**config.mk**
```make
export PLATFORM = sky130hd
export DESIGN_NAME = imem_loader
export DESIGN_NICKNAME = d
export VERILOG_FILES = /design/src/rtl/imem_loader_pkg.sv /design/src/rtl/imem_loader_word_assembler.sv /design/src/rtl/imem_loader.sv
export SDC_FILE = /design/constraint.sdc
export NUM_CORES = 1
export LEC_CHECK = 0
export BUFFER_PORTS_ARGS = -buffer_cell sky130_fd_sc_hd__buf_2
export CORE_UTILIZATION = 40
export CTS_CLUSTER_SIZE = 24
export DETAILED_ROUTE_END_ITERATION = 10
export GPL_ROUTABILITY_DRIVEN = 0
export HOLD_SLACK_MARGIN = 0.06
export PLACE_DENSITY = 0.57
export SLEW_MARGIN = 40
export SYNTH_ARGS = -nofsm -noshare
export SYNTH_HDL_FRONTEND = slang
export SYNTH_HIERARCHICAL = 1
export SYNTH_SLANG_ARGS = --single-unit
```
**constraint.sdc**
```tcl
create_clock -name CLK -period 6.6 [get_ports CLK]
set_clock_uncertainty 0.2 [all_clocks]
set_input_delay 0.99 -clock CLK [delete_from_list [all_inputs] [get_ports CLK]]
set_output_delay 0.99 -clock CLK [all_outputs]
set_load 0.05 [all_outputs]
```
**src/rtl/imem_loader_pkg.sv**
```systemverilog
// rtl/imem_loader_pkg.sv - shared types and constants for the instruction-memory loader
//
// Purpose: FSM state encoding, default frame marker, default memory depth and
//          the instruction-memory word-address width shared by the loader files.
// Ports:   none (package).

package imem_loader_pkg;

    typedef enum logic [2:0] {
        ST_IDLE   = 3'd0,
        ST_LEN_LO = 3'd1,
        ST_LEN_HI = 3'd2,
        ST_DATA   = 3'd3,
        ST_DONE   = 3'd4
    } loaderState_t;

    localparam logic [7:0] SYNC_BYTE_DEFAULT = 8'hA5;
    localparam int         IM_DEPTH_DEFAULT  = 1024;

    // Word address width; matches the CPU fetching with PC[11:2].
    localparam int         IM_AW             = 10;

    // True when a received word count exceeds what the memory can hold.
    function automatic logic lenTooLong(input logic [15:0] len, input int depth);
        return ({16'd0, len} > 32'(depth));
    endfunction

endpackage

```
**src/rtl/imem_loader_word_assembler.sv**
```systemverilog
// rtl/imem_loader_word_assembler.sv - packs four little-endian bytes into a 32-bit word
//
// Purpose: counts accepted payload bytes 0..3 and assembles them into a word,
//          first byte in bits [7:0]. The completed word is registered and
//          flagged with a one-cycle wordValid pulse in the cycle after the
//          fourth byte is accepted; word holds its value otherwise.
// Ports:
//   CLK        in   clock, rising edge
//   RST        in   asynchronous active-low reset
//   clear      in   restart at byte 0 (start of payload)
//   byteValid  in   byteIn is accepted this cycle
//   byteIn     in   payload byte
//   lastByte   out  the next accepted byte completes a word
//   wordValid  out  one-cycle pulse, word is newly assembled
//   word       out  last assembled word

module word_assembler (
    input  logic        CLK,
    input  logic        RST,
    input  logic        clear,
    input  logic        byteValid,
    input  logic [7:0]  byteIn,
    output logic        lastByte,
    output logic        wordValid,
    output logic [31:0] word
);

    logic [1:0]  byteIdx;
    logic [23:0] partial;

    assign lastByte = (byteIdx == 2'd3);

    always_ff @(posedge CLK or negedge RST) begin
        if (!RST) begin
            byteIdx   <= 2'd0;
            partial   <= 24'd0;
            wordValid <= 1'b0;
            word      <= 32'd0;
        end else begin
            wordValid <= 1'b0;
            if (clear) begin
                byteIdx <= 2'd0;
            end else if (byteValid) begin
                // Two-bit index wraps naturally from 3 back to 0.
                byteIdx <= byteIdx + 2'd1;
                case (byteIdx)
                    2'd0:    partial[7:0]   <= byteIn;
                    2'd1:    partial[15:8]  <= byteIn;
                    2'd2:    partial[23:16] <= byteIn;
                    default: begin
                        word      <= {byteIn, partial};
                        wordValid <= 1'b1;
                    end
                endcase
            end
        end
    end

endmodule

```
**src/rtl/imem_loader.sv**
```systemverilog
// rtl/imem_loader.sv - byte-stream frame loader into instruction memory
//
// Purpose: receives SYNC, LEN_LO, LEN_HI, then LEN little-endian 32-bit words
//          and writes them to consecutive instruction-memory words from 0,
//          holding the CPU in reset while a load is in progress.
// Ports:
//   CLK        in   clock, rising edge
//   RST        in   asynchronous active-low reset
//   rx_data    in   incoming byte
//   rx_valid   in   rx_data valid
//   rx_ready   out  byte accepted when rx_valid && rx_ready at a rising edge
//   im_we      out  memory write strobe, one cycle per word
//   im_addr    out  memory word address
//   im_wdata   out  memory write data
//   cpu_hold   out  high from LEN_LO through DONE
//   load_done  out  one-cycle pulse at the end of a good frame
//   load_err   out  sticky: frame length exceeded memory depth

module imem_loader
    import imem_loader_pkg::*;
#(
    parameter logic [7:0] SYNC_BYTE = SYNC_BYTE_DEFAULT,
    parameter int         IM_DEPTH  = IM_DEPTH_DEFAULT
) (
    input  logic             CLK,
    input  logic             RST,
    input  logic [7:0]       rx_data,
    input  logic             rx_valid,
    output logic             rx_ready,
    output logic             im_we,
    output logic [IM_AW-1:0] im_addr,
    output logic [31:0]      im_wdata,
    output logic             cpu_hold,
    output logic             load_done,
    output logic             load_err
);

    loaderState_t state;
    loaderState_t nextState;

    logic             readyEn;
    logic [7:0]       lenLo;
    logic [15:0]      lenReg;
    logic [15:0]      wordIdx;
    logic [IM_AW-1:0] addrReg;
    logic             loadErr;

    logic             accept;
    logic             dataFire;
    logic             lastByte;
    logic             lastWord;
    logic             syncSeen;
    logic             lenAccept;
    logic             lenBad;
    logic             wordValid;
    logic [31:0]      word;
    logic [15:0]      lenRx;

    // readyEn is low through reset and rises on the first clock after it,
    // so rx_ready is clean during and right after reset release.
    assign rx_ready  = readyEn && (state != ST_DONE);
    assign accept    = rx_valid && rx_ready;
    assign dataFire  = accept && (state == ST_DATA);
    assign syncSeen  = accept && (state == ST_IDLE) && (rx_data == SYNC_BYTE);
    assign lenAccept = accept && (state == ST_LEN_HI);
    assign lenRx     = {rx_data, lenLo};
    assign lenBad    = lenTooLong(lenRx, IM_DEPTH);
    assign lastWord  = (wordIdx == (lenReg - 16'd1));

    always_ff @(posedge CLK or negedge RST) begin
        if (!RST) begin
            state <= ST_IDLE;
        end else begin
            state <= nextState;
        end
    end

    always_comb begin
        nextState = state;
        case (state)
            ST_IDLE: begin
                if (syncSeen) begin
                    nextState = ST_LEN_LO;
                end
            end
            ST_LEN_LO: begin
                if (accept) begin
                    nextState = ST_LEN_HI;
                end
            end
            ST_LEN_HI: begin
                if (accept) begin
                    if (lenRx == 16'd0) begin
                        nextState = ST_DONE;
                    end else if (lenBad) begin
                        nextState = ST_IDLE;
                    end else begin
                        nextState = ST_DATA;
                    end
                end
            end
            ST_DATA: begin
                // The final write strobe and load_done share the DONE cycle,
                // so no byte past the frame is ever accepted.
                if (dataFire && lastByte && lastWord) begin
                    nextState = ST_DONE;
                end
            end
            ST_DONE: begin
                nextState = ST_IDLE;
            end
            default: begin
                nextState = ST_IDLE;
            end
        endcase
    end

    always_ff @(posedge CLK or negedge RST) begin
        if (!RST) begin
            readyEn <= 1'b0;
            lenLo   <= 8'd0;
            lenReg  <= 16'd0;
            wordIdx <= 16'd0;
            addrReg <= '0;
            loadErr <= 1'b0;
        end else begin
            readyEn <= 1'b1;
            if (accept && (state == ST_LEN_LO)) begin
                lenLo <= rx_data;
            end
            if (lenAccept) begin
                lenReg  <= lenRx;
                wordIdx <= 16'd0;
            end
            // Address is captured with the completing byte so it lines up
            // with the registered word and strobe from the assembler.
            if (dataFire && lastByte) begin
                addrReg <= wordIdx[IM_AW-1:0];
                wordIdx <= wordIdx + 16'd1;
            end
            if (syncSeen) begin
                loadErr <= 1'b0;
            end else if (lenAccept && lenBad) begin
                loadErr <= 1'b1;
            end
        end
    end

    word_assembler u_word_assembler (
        .CLK       (CLK),
        .RST       (RST),
        .clear     (lenAccept),
        .byteValid (dataFire),
        .byteIn    (rx_data),
        .lastByte  (lastByte),
        .wordValid (wordValid),
        .word      (word)
    );

    assign im_we     = wordValid;
    assign im_addr   = addrReg;
    assign im_wdata  = word;
    assign cpu_hold  = (state != ST_IDLE);
    assign load_done = (state == ST_DONE);
    assign load_err  = loadErr;

endmodule

```
==> out/results.ini, run 1 <==
[synthesis]
postSynthNetCount = 469
synth-async-reset-ratio_pct = 100
synth.distinct_cells = 56
seq_area_frac_synth_pct = 52.4
synth-edff-count = 0
ys.flop_type = dfrtp_1
yosys_warnings = 6
synth-seq-cells = 114
syn-cell-area_um2 = 5450
synth.avg_cell_area_um2 = 12.1
synthCells = 451

[critical_path]
crit_fanout = 33
reg2reg_setup_slack_ns = 3.35
crit_buf_inv = 2
r2r_start = state[1]
rr_worst_depth = 5
critPathKind = in -> reg
critPathTopFamily = simple AND/OR/NAND/NOR gates
cp.required_ns = 6.69
cp_slowest_cell = nand3b_4
critPathCaptureType = flop
path_cells = buf_2 > and3_1 > nand2_1 > inv_1 > nand3b_4 > mux2_4
cp_slowest_stage_delay_ns = 0.70
cp.arrival_ns = 3.54
worstSetupStartpointType = input pin
rr_endpoint = u_word_assembler/word[11]

[route]
drc = 0
vias = 3672
drt-wirelength-per-cell_um = 16.4
drtAntennaViolNets = 0
wl_mm = 11.4
viasPerCell = 5.27
drt_first_pass_iters = 4
dr.first_iter.drc_count = 229

[final_layout]
multi_input_area_um2 = 2460
diodes = 0
nets = 527
fillers = 1239
seq_area_um2 = 2850
area_delta_synth_final_pct = 18.5
drive_above_1_share_pct = 34.4

[clock_tree]
cts_buffer_depth = 2
cts_tree = done
insertion_delay_ns = 0.41
clk_pin_slew_ns = 0.05
post_cts_resized = 0
holdBufCountCts = 0
cts_sinks = 114
cts_setup_buffers = 0
root_buffer = clkbuf_16
cts_buffers = 17
h-tree-depth = 4

[grt]
grt_remaining_overflow = 0
track_usage_pct = 17.7
grt_pass1_wl_mm = 19.0
antenna_found_initial = 0
grt_pass1_vias = 3648
grt_max_degree = 79

[job]
drv_cap = 0

[power_and_ir_drop]
ir_drop_mv = 0.168
power.density_nw_per_um2 = 375
leakage_nw = 3.22

[sta]
post-route-period-util_pct = 52.3
period_minus_slack_ns = 3.45
finalHoldViolCount = 0
setup_ws_ns = 3.15
fmax_mhz = 290
worst_pin_slew_ns = 0.698
finalSetupViolations = 0
grt_setup_unrepaired = false
setup_tns_ns = 0
finalMaxSlewViolations = 0
max_slew_margin_pct = 53.5

[floorplanning]
core.rowCount = 42
die_area_um2 = 14100
io_pins = 58
start_util_pct = 41.1
dieWidth_um = 119
core_um2 = 13200
die_h_um = 119

[hold_path]
min_path_type = reg -> reg
hp-start = im_addr[5]
hold_depth = 2
whs_endpoint = im_addr[5]

[run_status]
status = completed

[placed_design]
port_buffers = 57
pre_cts_ws_ns = 2.61
dpl.hpwl_mm = 7.56

layer usage:
metal	wire length [um]	share of wire [%]	global-route usage [%]
met1	5260	46	22.6
met2	5570	49	28.5
met3	383	3.4	4.20
met4	210	1.8	7.44
met5	0	0	0
placed cells by master (no fill, tap or decap), drive strengths merged, types with 3 or more instances in the layout:
master / n
dfrtp: 114
mux2: 78
buf: 58
nand2: 49
nor2: 22
clkbuf: 19
xnor2: 17
o21ai: 16
nor3: 11
nand3: 9
nand4: 9
nand2b: 8
and3: 8
a21oi: 8
inv: 8
ha: 7
nand3b: 7
nor4: 6
o211ai: 5
clkinvlp: 5
nor2b: 4
mux2i: 4
clkinv: 4
nor3b: 3
o31ai: 3
xor2: 3
o311ai: 3
or4: 3
power breakdown:
group	internal (W)	switching, W	total (W)
Sequential	0.000844	0.000147	0.000990
Combinational	0.000260	0.000271	0.000531
Clock	0.000573	0.000327	0.000900
state kept, by name (all words and copies together) (netlist names):
signal and count:
im_addr 10, u_word_assembler/wordValid 1, u_word_assembler/partial 24, load_err 1
u_word_assembler/word 32, u_word_assembler/byteIdx 2, readyEn 1, wordIdx 16
lenLo 8, state 3, lenReg 16
area by class of cell:
cell class | instances | area share [%]
flip-flops and latches | 114 | 44.2
multi-input cells | 311 | 38.2
clock buffers | 19 | 7.02
repair buffers | 58 | 4.64
well taps | 176 | 3.41
clock inverters | 12 | 2.08
inverters | 7 | 0.407
cells in the mapped netlist, types with 2 or more instances:
cell | number | area share [%]
nor3_1 | 11 | 1.0
xnor2_1 | 17 | 2.7
o31ai_1 | 3 | 0.41
mux2i_1 | 4 | 0.74
nor3b_1 | 3 | 0.41
and3b_1 | 2 | 0.32
clkbuf_1 | 12 | 0.83
inv_1 | 7 | 0.48
nand3_1 | 9 | 0.83
and3_1 | 8 | 0.92
nor2_1 | 21 | 1.4
buf_6 | 4 | 0.83
nand3b_2 | 3 | 0.62
or4_1 | 2 | 0.28
dfrtp_1 | 114 | 52
a31oi_1 | 2 | 0.23
nand2b_1 | 8 | 0.92
ha_1 | 7 | 1.6
o211ai_1 | 5 | 0.69
nand2_1 | 49 | 3.4
mux2_2 | 49 | 10
nand4_1 | 9 | 1.0
a211o_1 | 2 | 0.32
o21ba_2 | 2 | 0.37
o21ai_0 | 16 | 1.5
a211oi_1 | 2 | 0.28
a21o_1 | 2 | 0.28
mux2_4 | 29 | 8.0
o311ai_0 | 2 | 0.32
nand3b_1 | 3 | 0.41
nor2b_1 | 4 | 0.46
nor4_1 | 6 | 0.69
a21oi_1 | 8 | 0.74
or3_1 | 2 | 0.23
xor2_1 | 3 | 0.48
cells by family after synthesis:
group                    count (synthesis)  synth area share (%)
XOR/XNOR                                20                  3.22
multiplexers                            82                  18.9
buffers and inverters                   26                  2.44
other                                    1                0.0689
AND/OR/NAND/NOR                        147                  14.4
AO/OA/AOI/OAI                           54                  7.05
adder cells (fa/ha/maj)                  7                  1.61
flip-flops                             114                  52.4
worst min-delay path: stages, from the launching register on:
cell     delay [ns]
dfrtp_1        0.33
nand2_1        0.05
nand2_1        0.05
metrics by stage:
stage	hold WS [ns]	cells	power [W]	util [%]	area (um2)
5_1_grt	0.285	697	0.00256	48.7	6450
4_1_cts	0.273	697	0.00245	48.7	6450
6_report	0.267	697	0.00242	48.7	6450
3_3_place_gp	0.253	666	0.00150	44.2	5850
3_5_place_dp	0.259	666	0.00153	44.3	5860
2_1_floorplan	0.269	451	0.00140	-	5450
worst max path at each step:
stage          startpoint                   endpoint  depth (start not counted)
2_1_floorplan    state[1]                   rx_ready                          3
3_3_place_gp     rx_valid  u_word_assembler/word[24]                          6
3_5_place_dp     rx_valid  u_word_assembler/word[13]                          6
4_1_cts          rx_valid  u_word_assembler/word[11]                          6
5_1_grt          rx_valid   u_word_assembler/word[9]                          6
6_report         rx_valid  u_word_assembler/word[11]                          6
No activity file was read; power rests on OpenSTA's default activity.
==> inputs of run 2 (changes only) <==
ABC_AREA = 1   (was not set)
PLACE_DENSITY = 0.59   (was 0.57)
clock period = 2.95 ns   (was 6.6 ns; I/O delays follow)
==> run 2 against run 1 <==
Against the previous run:
- area after synthesis up 3.7%
- combinational power grew to 2.9 times the previous value
- wire length up 16%
- worst setup slack lost 2.5 ns
- sequential power rose by 130%
- clock power rose to 2.6 times the previous value
- critical endpoint is now u_word_assembler/word[19]
==> out/results.ini, run 2 <==
[floorplanning]
dieWidth_um = 121
core.rowCount = 43
core_um2 = 13800
die_area_um2 = 14600
die_h_um = 121
io_pins = 58
start_util_pct = 40.9

[route]
drc = 0
wl_mm = 13.3
dr.first_iter.drc_count = 394
drt_first_pass_iters = 5
vias = 4741
drt-wirelength-per-cell_um = 14.3
drtAntennaViolNets = 0
viasPerCell = 5.10

[grt]
grt_remaining_overflow = 0
antenna_found_initial = 0
track_usage_pct = 19.6
grt_pass1_wl_mm = 22.3
grt_max_degree = 64
grt_pass1_vias = 4446

[sta]
finalSetupViolations = 0
setup_tns_ns = 0
period_minus_slack_ns = 2.34
fmax_mhz = 428
max_slew_margin_pct = 66.6
worst_pin_slew_ns = 0.499
grt_setup_unrepaired = false
finalHoldViolCount = 0
post-route-period-util_pct = 79.3
finalMaxSlewViolations = 0
setup_ws_ns = 0.612

[synthesis]
synth-seq-cells = 114
synth_top_cell_by_area = dfrtp_1
ys.flop_type = dfrtp_1
synthTopCellsByArea = dfrtp_1, nand2_1, nand4_1
syn-cell-area_um2 = 5650
seq_area_frac_synth_pct = 50.5
synth.top_cells.by_count = nand2_1, dfrtp_1, nand4_1
yosys_warnings = 6
synthCells = 682
netlist.area_leader.share_pct = 50.5
synth.avg_cell_area_um2 = 8.28
synth.distinct_cells = 38
synth-async-reset-ratio_pct = 100
yosysMostFrequentCell = nand2_1
postSynthNetCount = 700
synth-edff-count = 0

[critical_path]
cp.arrival_ns = 2.44
crit_fanout = 63
critPathKind = reg -> reg
critPathCaptureType = flop
worstSetupStartpointType = flop
cp.required_ns = 3.05

[job]
drv_cap = 0

[final_layout]
largest_reg_flops = 32
area_delta_synth_final_pct = 19.2
top_regs = u_word_assembler/word: 32 flops, u_word_assembler/partial: 24 flops
final_common_cell = nand2_1
top_register = u_word_assembler/word
nets = 755
drive_above_1_share_pct = 15.7
final_cell_mix = nand2_1, dfrtp_1, nand4_1
diodes = 0

[clock_tree]
cts_tree = done
cts_buffers = 17
post_cts_resized = 0
holdBufCountCts = 1
h-tree-depth = 4
cts_buffer_depth = 2
insertion_delay_ns = 0.41
cts_setup_buffers = 0
cts_sinks = 114
clk_pin_slew_ns = 0.05
root_buffer = clkbuf_16

[placed_design]
pre_cts_ws_ns = 0.617
dpl.hpwl_mm = 9.22
port_buffers = 57

[run_status]
status = completed

[power_and_ir_drop]
ir_drop_mv = 0.418
leakage_nw = 3.60
power.density_nw_per_um2 = 919

[hold_path]
min_path_type = in -> reg

-- run 2: worst max-delay path, cell delays in order, from the launching register on --
cell and delay [ns]:
dfrtp_1 0.48, nor2_2 0.10, a21boi_4 0.22, nand2_2 0.12, nor3_2 0.20, buf_12 0.30, nand3_4 0.35, nand2_1 0.16
nand2_1 0.06
-- run 2: cells by family after synthesis --
kind of cell               count (synthesis)  share of synthesized area (%)
xor gates and xnor gates                  14                           2.17
DFF                                      114                           50.5
AOI/OAI and AO/OA                         60                           6.33
other                                      1                         0.0664
muxes                                      2                          0.354
buffers and inverters                     79                           7.20
and+or+nand+nor                          405                           31.8
adders and majority gates                  7                           1.55
-- run 2: through the flow --
step	total power, W	utilization [%]	instances	hold slack (ns)	instance area, um2
finish	0.00619	48.7	930	0.163	6730
detailed placement	0.00382	43.6	897	0.244	6030
global route	0.00657	48.7	930	0.167	6730
global placement	0.00376	43.6	897	0.242	6030
CTS	0.00623	48.7	930	0.153	6730
floorplan	0.00340	-	682	-0.0531	5650
-- run 2: final cells by class --
type / instances / area (um2)
flip-flops and latches: 114 / 2850
clock inverters: 10 / 200
fillers: 1323 / 7090
inverters: 50 / 190
multi-input cells: 489 / 2390
well taps: 180 / 225
repair buffers: 65 / 375
clock buffers: 22 / 494
-- run 2: per-layer routing --
layer | global-route usage (%) | wire, um
met5 | 0 | 0
met4 | 6.87 | 171
met3 | 4.62 | 672
met2 | 29.2 | 5840
met1 | 27.7 | 6570
-- run 2: worst paths after layout --
check / start / end / slack, ns / depth (start not counted)
worst max-delay path: state[0] / u_word_assembler/word[19] / 0.61 / 8
worst min-delay path: rx_data[3] / u_word_assembler/partial[11] / 0.16 / 3
worst max register to register: state[0] / u_word_assembler/word[19] / 0.61 / 8
worst min register to register: u_word_assembler/word[9] / u_word_assembler/word[9] / 0.27 / 2
max in group asynchronous: RST / u_word_assembler/word[11] / 1.46 / 3
min in group asynchronous: RST / wordIdx[5] / 0.35 / 2
-- run 2: power breakdown --
group,internal [W],total (W),switching (W)
clock,0.00169,0.00238,0.000695
sequential,0.00190,0.00225,0.000347
combinational,0.000520,0.00155,0.00103
